File: config.mk
export PLATFORM = sky130hd
export DESIGN_NAME = encode
export DESIGN_NICKNAME = d
export VERILOG_FILES = /design/src/rtl/encode.sv
export SDC_FILE = /design/constraint.sdc
export NUM_CORES = 1
export LEC_CHECK = 0
export ABC_AREA = 1
export CORE_MARGIN = 3
export CORE_UTILIZATION = 44
export DETAILED_ROUTE_END_ITERATION = 8
export PLACE_DENSITY = 0.74
export SYNTH_ARGS = -nofsm -noshare
export SYNTH_HDL_FRONTEND = slang
export SYNTH_SLANG_ARGS = --single-unit
File: constraint.sdc
create_clock -name clk -period 1.6 [get_ports clk]
set_input_delay 0.4 -clock clk [delete_from_list [all_inputs] [get_ports clk]]
set_output_delay 0.4 -clock clk [all_outputs]
set_load 0.03 [all_outputs]
File: src/rtl/encode.sv
// rtl/encode.sv - 6502 instruction encoder/emitter: one (opcode, mode, operand) tuple in, machine-code bytes out
package common_types;
  typedef enum logic [5:0] {
    OP_ORA, OP_AND, OP_EOR, OP_ADC, OP_STA, OP_LDA, OP_CMP, OP_SBC,
    OP_ASL, OP_ROL, OP_LSR, OP_ROR, OP_STX, OP_LDX, OP_DEC, OP_INC,
    OP_BIT, OP_JMP, OP_STY, OP_LDY, OP_CPY, OP_CPX,
    OP_BRK, OP_RTI, OP_RTS, OP_PHP, OP_PLP, OP_PHA, OP_PLA, OP_CLC,
    OP_SEC, OP_CLI, OP_SEI, OP_CLV, OP_CLD, OP_SED, OP_TYA, OP_DEY,
    OP_TAY, OP_INY, OP_INX, OP_TXA, OP_TXS, OP_TAX, OP_TSX, OP_DEX,
    OP_NOP, OP_JSR,
    OP_BPL, OP_BMI, OP_BVC, OP_BVS, OP_BCC, OP_BCS, OP_BNE, OP_BEQ
  } opc_t;

  typedef enum logic [3:0] {
    M_IMP, M_ACC, M_IMM, M_ZP, M_ZPX, M_ZPY,
    M_ABS, M_ABSX, M_ABSY, M_IXID, M_IDIX, M_REL
  } addmod_t;
endpackage

module encode
  import common_types::*;
#(
  parameter logic [15:0] START_ADDR = 16'h0000
) (
  input  logic        clk,
  input  logic        rst_n,
  input  logic        in_valid,
  output logic        in_ready,
  input  opc_t        in_opcode,
  input  addmod_t     in_mode,
  input  logic [15:0] in_operand,
  input  logic        load_en,
  input  logic [15:0] load_addr,
  output logic        out_valid,
  input  logic        out_ready,
  output logic [7:0]  out_data,
  output logic [15:0] out_addr,
  output logic        instr_done,
  output logic        err
);

  localparam logic [2:0] S_IDLE = 3'd0;
  localparam logic [2:0] S_OPB  = 3'd1;
  localparam logic [2:0] S_LOB  = 3'd2;
  localparam logic [2:0] S_HIB  = 3'd3;
  localparam logic [2:0] S_ERR  = 3'd4;

  logic [2:0]  state_q, state_d;
  logic [15:0] addr_q, addr_d;
  logic [7:0]  opc_q, opc_d;
  logic [15:0] opr_q, opr_d;
  logic [1:0]  len_q, len_d;
  logic        done;

  logic        enc_legal;
  logic [7:0]  enc_byte;
  logic [1:0]  enc_len;
  logic [2:0]  bbb_a;      // mode field for the cc=01 (ALU) group
  logic [2:0]  bbb_b;      // mode field shared by the cc=10 and cc=00 groups
  logic        bbb_a_ok;
  logic        bbb_b_ok;

  // Encode the presented tuple: opcode byte, legality and total byte count
  always_comb begin
    enc_legal = 1'b0;
    enc_byte  = 8'h00;
    bbb_a     = 3'd0;
    bbb_a_ok  = 1'b1;
    bbb_b     = 3'd0;
    bbb_b_ok  = 1'b1;
    case (in_mode)
      M_IXID:  bbb_a = 3'd0;
      M_ZP:    bbb_a = 3'd1;
      M_IMM:   bbb_a = 3'd2;
      M_ABS:   bbb_a = 3'd3;
      M_IDIX:  bbb_a = 3'd4;
      M_ZPX:   bbb_a = 3'd5;
      M_ABSY:  bbb_a = 3'd6;
      M_ABSX:  bbb_a = 3'd7;
      default: bbb_a_ok = 1'b0;
    endcase
    case (in_mode)
      M_IMM:         bbb_b = 3'd0;
      M_ZP:          bbb_b = 3'd1;
      M_ACC:         bbb_b = 3'd2;
      M_ABS:         bbb_b = 3'd3;
      M_ZPX, M_ZPY:  bbb_b = 3'd5;
      M_ABSX, M_ABSY: bbb_b = 3'd7;
      default:       bbb_b_ok = 1'b0;
    endcase

    if (in_opcode <= OP_SBC) begin
      enc_byte  = {in_opcode[2:0], bbb_a, 2'b01};
      enc_legal = bbb_a_ok && !(in_opcode == OP_STA && in_mode == M_IMM);
    end else if (in_opcode <= OP_INC) begin
      enc_byte = {in_opcode[2:0], bbb_b, 2'b10};
      case (in_opcode)
        OP_STX:         enc_legal = in_mode inside {M_ZP, M_ABS, M_ZPY};
        OP_LDX:         enc_legal = in_mode inside {M_IMM, M_ZP, M_ABS, M_ZPY, M_ABSY};
        OP_DEC, OP_INC: enc_legal = in_mode inside {M_ZP, M_ABS, M_ZPX, M_ABSX};
        default:        enc_legal = in_mode inside {M_ACC, M_ZP, M_ABS, M_ZPX, M_ABSX};
      endcase
      enc_legal = enc_legal && bbb_b_ok;
    end else if (in_opcode <= OP_CPX) begin
      case (in_opcode)
        OP_BIT: begin
          enc_byte  = {3'd1, bbb_b, 2'b00};
          enc_legal = in_mode inside {M_ZP, M_ABS};
        end
        OP_JMP: begin
          enc_byte  = {3'd2, bbb_b, 2'b00};
          enc_legal = (in_mode == M_ABS);
        end
        OP_STY: begin
          enc_byte  = {3'd4, bbb_b, 2'b00};
          enc_legal = in_mode inside {M_ZP, M_ABS, M_ZPX};
        end
        OP_LDY: begin
          enc_byte  = {3'd5, bbb_b, 2'b00};
          enc_legal = in_mode inside {M_IMM, M_ZP, M_ABS, M_ZPX, M_ABSX};
        end
        OP_CPY: begin
          enc_byte  = {3'd6, bbb_b, 2'b00};
          enc_legal = in_mode inside {M_IMM, M_ZP, M_ABS};
        end
        default: begin
          enc_byte  = {3'd7, bbb_b, 2'b00};
          enc_legal = in_mode inside {M_IMM, M_ZP, M_ABS};
        end
      endcase
    end else if (in_opcode == OP_JSR) begin
      enc_byte  = 8'h20;
      enc_legal = (in_mode == M_ABS);
    end else if (in_opcode >= OP_BPL) begin
      enc_byte  = {in_opcode[2:0], 5'b10000};
      enc_legal = (in_mode == M_REL);
    end else begin
      enc_legal = (in_mode == M_IMP);
      case (in_opcode)
        OP_BRK: enc_byte = 8'h00;  OP_RTI: enc_byte = 8'h40;
        OP_RTS: enc_byte = 8'h60;  OP_PHP: enc_byte = 8'h08;
        OP_PLP: enc_byte = 8'h28;  OP_PHA: enc_byte = 8'h48;
        OP_PLA: enc_byte = 8'h68;  OP_CLC: enc_byte = 8'h18;
        OP_SEC: enc_byte = 8'h38;  OP_CLI: enc_byte = 8'h58;
        OP_SEI: enc_byte = 8'h78;  OP_CLV: enc_byte = 8'hB8;
        OP_CLD: enc_byte = 8'hD8;  OP_SED: enc_byte = 8'hF8;
        OP_TYA: enc_byte = 8'h98;  OP_DEY: enc_byte = 8'h88;
        OP_TAY: enc_byte = 8'hA8;  OP_INY: enc_byte = 8'hC8;
        OP_INX: enc_byte = 8'hE8;  OP_TXA: enc_byte = 8'h8A;
        OP_TXS: enc_byte = 8'h9A;  OP_TAX: enc_byte = 8'hAA;
        OP_TSX: enc_byte = 8'hBA;  OP_DEX: enc_byte = 8'hCA;
        default: enc_byte = 8'hEA;
      endcase
    end

    case (in_mode)
      M_IMP, M_ACC:          enc_len = 2'd1;
      M_ABS, M_ABSX, M_ABSY: enc_len = 2'd3;
      default:               enc_len = 2'd2;
    endcase
  end

  // Next-state: accept/load in IDLE, step through bytes on each sink handshake
  always_comb begin
    state_d = state_q;
    addr_d  = addr_q;
    opc_d   = opc_q;
    opr_d   = opr_q;
    len_d   = len_q;
    done    = 1'b0;
    case (state_q)
      S_IDLE: begin
        if (load_en) begin
          addr_d = load_addr;
        end else if (in_valid) begin
          if (enc_legal) begin
            state_d = S_OPB;
            opc_d   = enc_byte;
            opr_d   = in_operand;
            len_d   = enc_len;
          end else begin
            state_d = S_ERR;
          end
        end
      end
      S_OPB: begin
        if (out_ready) begin
          addr_d = addr_q + 16'd1;
          if (len_q == 2'd1) begin
            done    = 1'b1;
            state_d = S_IDLE;
          end else begin
            state_d = S_LOB;
          end
        end
      end
      S_LOB: begin
        if (out_ready) begin
          addr_d = addr_q + 16'd1;
          if (len_q == 2'd2) begin
            done    = 1'b1;
            state_d = S_IDLE;
          end else begin
            state_d = S_HIB;
          end
        end
      end
      S_HIB: begin
        if (out_ready) begin
          addr_d  = addr_q + 16'd1;
          done    = 1'b1;
          state_d = S_IDLE;
        end
      end
      default: state_d = S_IDLE;
    endcase
  end

  // State and datapath registers; reset discards any partial instruction
  always_ff @(posedge clk or negedge rst_n) begin
    if (!rst_n) begin
      state_q <= S_IDLE;
      addr_q  <= START_ADDR;
      opc_q   <= 8'h00;
      opr_q   <= 16'h0000;
      len_q   <= 2'd0;
    end else begin
      state_q <= state_d;
      addr_q  <= addr_d;
      opc_q   <= opc_d;
      opr_q   <= opr_d;
      len_q   <= len_d;
    end
  end

  // Output byte selection by emit phase
  always_comb begin
    case (state_q)
      S_OPB:   out_data = opc_q;
      S_LOB:   out_data = opr_q[7:0];
      S_HIB:   out_data = opr_q[15:8];
      default: out_data = 8'h00;
    endcase
  end

  assign in_ready   = (state_q == S_IDLE) && !load_en;
  assign out_valid  = (state_q == S_OPB) || (state_q == S_LOB) || (state_q == S_HIB);
  assign out_addr   = addr_q;
  assign instr_done = done;
  assign err        = (state_q == S_ERR);

endmodule

==> results.md <==
- Clock sink count: 45
- Period utilisation layout: 1.26
- I/O pin cnt: 75
- Final #Nets: about 750
- Hold Path Class: input pin to async pin
- Reg-to-Reg End: opr_q[2]
- Post-layout util: 0.825
- Mean Syn Cell Area: 6.49 µm²
- H-tree Lvls: 2
- Via density: 5.55
- Mapped Nets: roughly 550
- Fillers: 448
- Cell area after placement: 4960 µm²
- CP arrival: 1.62 ns
- Hold WS: 0.0506 ns
- Top cells by area, synth: dfrtp_1, nand2_1, nand3_1
- Largest net degree at the start of global routing: 46
- CTS buffer count: 5
- Die area: 8460 µm²
- Ant. Diodes: 0
- Number of flops mapped to enable cells by yosys: 0
- Share of layout cells above drive strength 1: 0.422
- Clk_skew: 0.0102 ns
- Startpoint kind of the worst setup timing path: flip-flop
- Root Buffer: clkbuf_8
- GRT Total Usage: 0.282
- Slowest CP cell: dfrtp_2
- Cell variety after synth: 40
- Synth Cell Area: 3250 µm²
- Top_reg_cell synth: dfrtp_1
- Crit path capture: out_data[0]
- Die height: 92.0 µm
- Fmax: approximately 490 MHz
- Core Region: 6980 µm²
- Outcome: finished with violations
- Total grt overflow: 0
- Initial DRC Count: ~300
- Initial Util: 0.466
- Top cell type's share of synthesized area: 0.346
- Critical Path Source: state_q[0]
- Most frequent CP cell: buf_6
- DRT Wirelength: 12.5 mm
- Peak supply drop: 0.000832 V
- Hpwl dp: around 7.8 mm
- CTS max path bufs: 2
- Most common cell in the netlist: nand2_1
- Area occupied by multi-input gates: 2320 µm²
- Worst-margin pin slew: about 0.34 ns
- Crit end category: primary output
- RR Startpoint: state_q[0]
- Setup TNS: -9.79 ns
- Vias in the first global route: 4,248
- Clock slew at reported path FFs: 0.11 ns
- DIE WIDTH: 92.0 µm
- First drt pass iteration count: 5
- Critical path class: flip-flop to primary output
- Dpl cells: roughly 750
- Cells along the critical path: inv_2 -> buf_6 -> nor3_4 -> buf_4 -> nand2_1 -> nand3_2 -> buf_6
- Antenna violations before repair: 0
- Fin crit period: 2.02 ns
- Dpl ws: -0.851 ns
- First-pass GRT wire length: 19.5 mm
- Max-cap violations: 0
- Post-Syn Instances: about 500
- Post-synthesis sequential element count: 45
- CTS tree: yes
- Most instantiated cells after synthesis: nand2_1, nand3_1, nor2_1, dfrtp_1, inv_1
- Port bufs: 74
- Final Total Pwr: 7.95 mW
- R2R Setup Slk: -0.23 ns
- Layout Cell Area excl Fill: 5760 µm²
- Min setup slack post-route: -0.421 ns
- Setup violators final: 49
- Fin. Hold Viols: 0
- Worst Path Required: 1.20 ns
- Leakage power: around 2.8 nW
- Critical Path Max Stage Delay: 0.42 ns
- Routed len/inst: 15.9 µm
- Slew Limit Fails: 0
- Critical path peak fanout: 4
- Routed Antenna Nets: 0
- PD cells: roughly 1400 nW/µm²
- Violations in the final reports: setup timing
- RSZ-0062 raised after global routing: true
- # DRC: 0
- Final instance count without filler cells: 790
- Yosys top cell by area: dfrtp_1
- Share of the yosys chip area belonging to registers: 0.346
- Relative slew slack: 0.773
- FF-to-FF path depth: 12
- Synth warn: 0
- Rows: 30
- P&R area growth vs syn: 77.2%
- Routability cong.: 0.899
- Clk_lat worst skew: a little over 0.3 ns
- DR vias: 4,387
- FF/Latch Area: approximately 1100 µm²
- Async set-reset flop share out of synthesis: 1.00
==> final cells by class <==
type                            instances  share of cell area
Clock buffer                            5              0.0119
Clock inverter                          3             0.00434
Inverter                               48              0.0378
Multi-Input combinational cell        392               0.403
Sequential cell                        45               0.197
Tap cell                               96              0.0208
Timing Repair Buffer                  201               0.325
==> layer usage <==
metal	vias up	global-route usage	part of all wire
li1	2024	-	-
met3	50	0.0541	0.071
met1	2079	0.328	0.38
met5	-	0	0
met4	0	0.101	0.040
met2	234	0.513	0.51
==> power by group <==
group	switching, mW	internal (mW)	total, mW
sequential	0.490	1.68	2.17
combinational	2.83	2.16	5.00
clock	0.464	0.317	0.781
==> repair_timing <==
item	in CTS	in global routing
pin swaps	36	31
buffers inserted	23	11
hold buffers	0	0
endpoints found under the setup margin	62	57
cloned	5	0
resized for setup	150	60
==> critical path, delay by kind of cell (launching register included) <==
family,cells,cell delay (ns)
buffers and inverters,4,0.52
flip-flops,1,0.42
AND/OR/NAND/NOR,3,0.37
==> logic make-up after synthesis <==
logic type / synth area share
simple gates: 0.396
flops: 0.346
compound gates: 0.138
fa+ha+maj: 0.0192
buf+inv: 0.0842
xor+xnor: 0.0162
==> worst min path at each step <==
stage,cells past startpoint,from,slack (ns),end
6_report,2,rst_n,0.05,opc_q[0]
5_1_grt,2,rst_n,0.07,opc_q[0]
4_1_cts,2,rst_n,0.08,opr_q[3]
3_5_place_dp,2,rst_n,0.40,out_addr[3]
3_3_place_gp,2,rst_n,0.40,out_addr[3]
2_1_floorplan,0,rst_n,0.10,len_q[0]
==> registers in the layout, summed over array words and instances, names as in the netlist <==
name      cells
opr_q        16
out_addr     16
state_q       3
opc_q         8
len_q         2
==> cell usage in the layout, fill, tap and decap left out, types with 27 or more instances in the layout <==
cell type,synthesis,routed
dfrtp_1,45,39
buf_6,2,30
nor2_1,46,31
nand2_2,3,33
nand3_1,53,34
nand2_1,166,132
buf_4,3,100
clkdlybuf4s50_1,0,35
inv_1,38,27
Note: power is estimated with default switching activity, not from simulation.
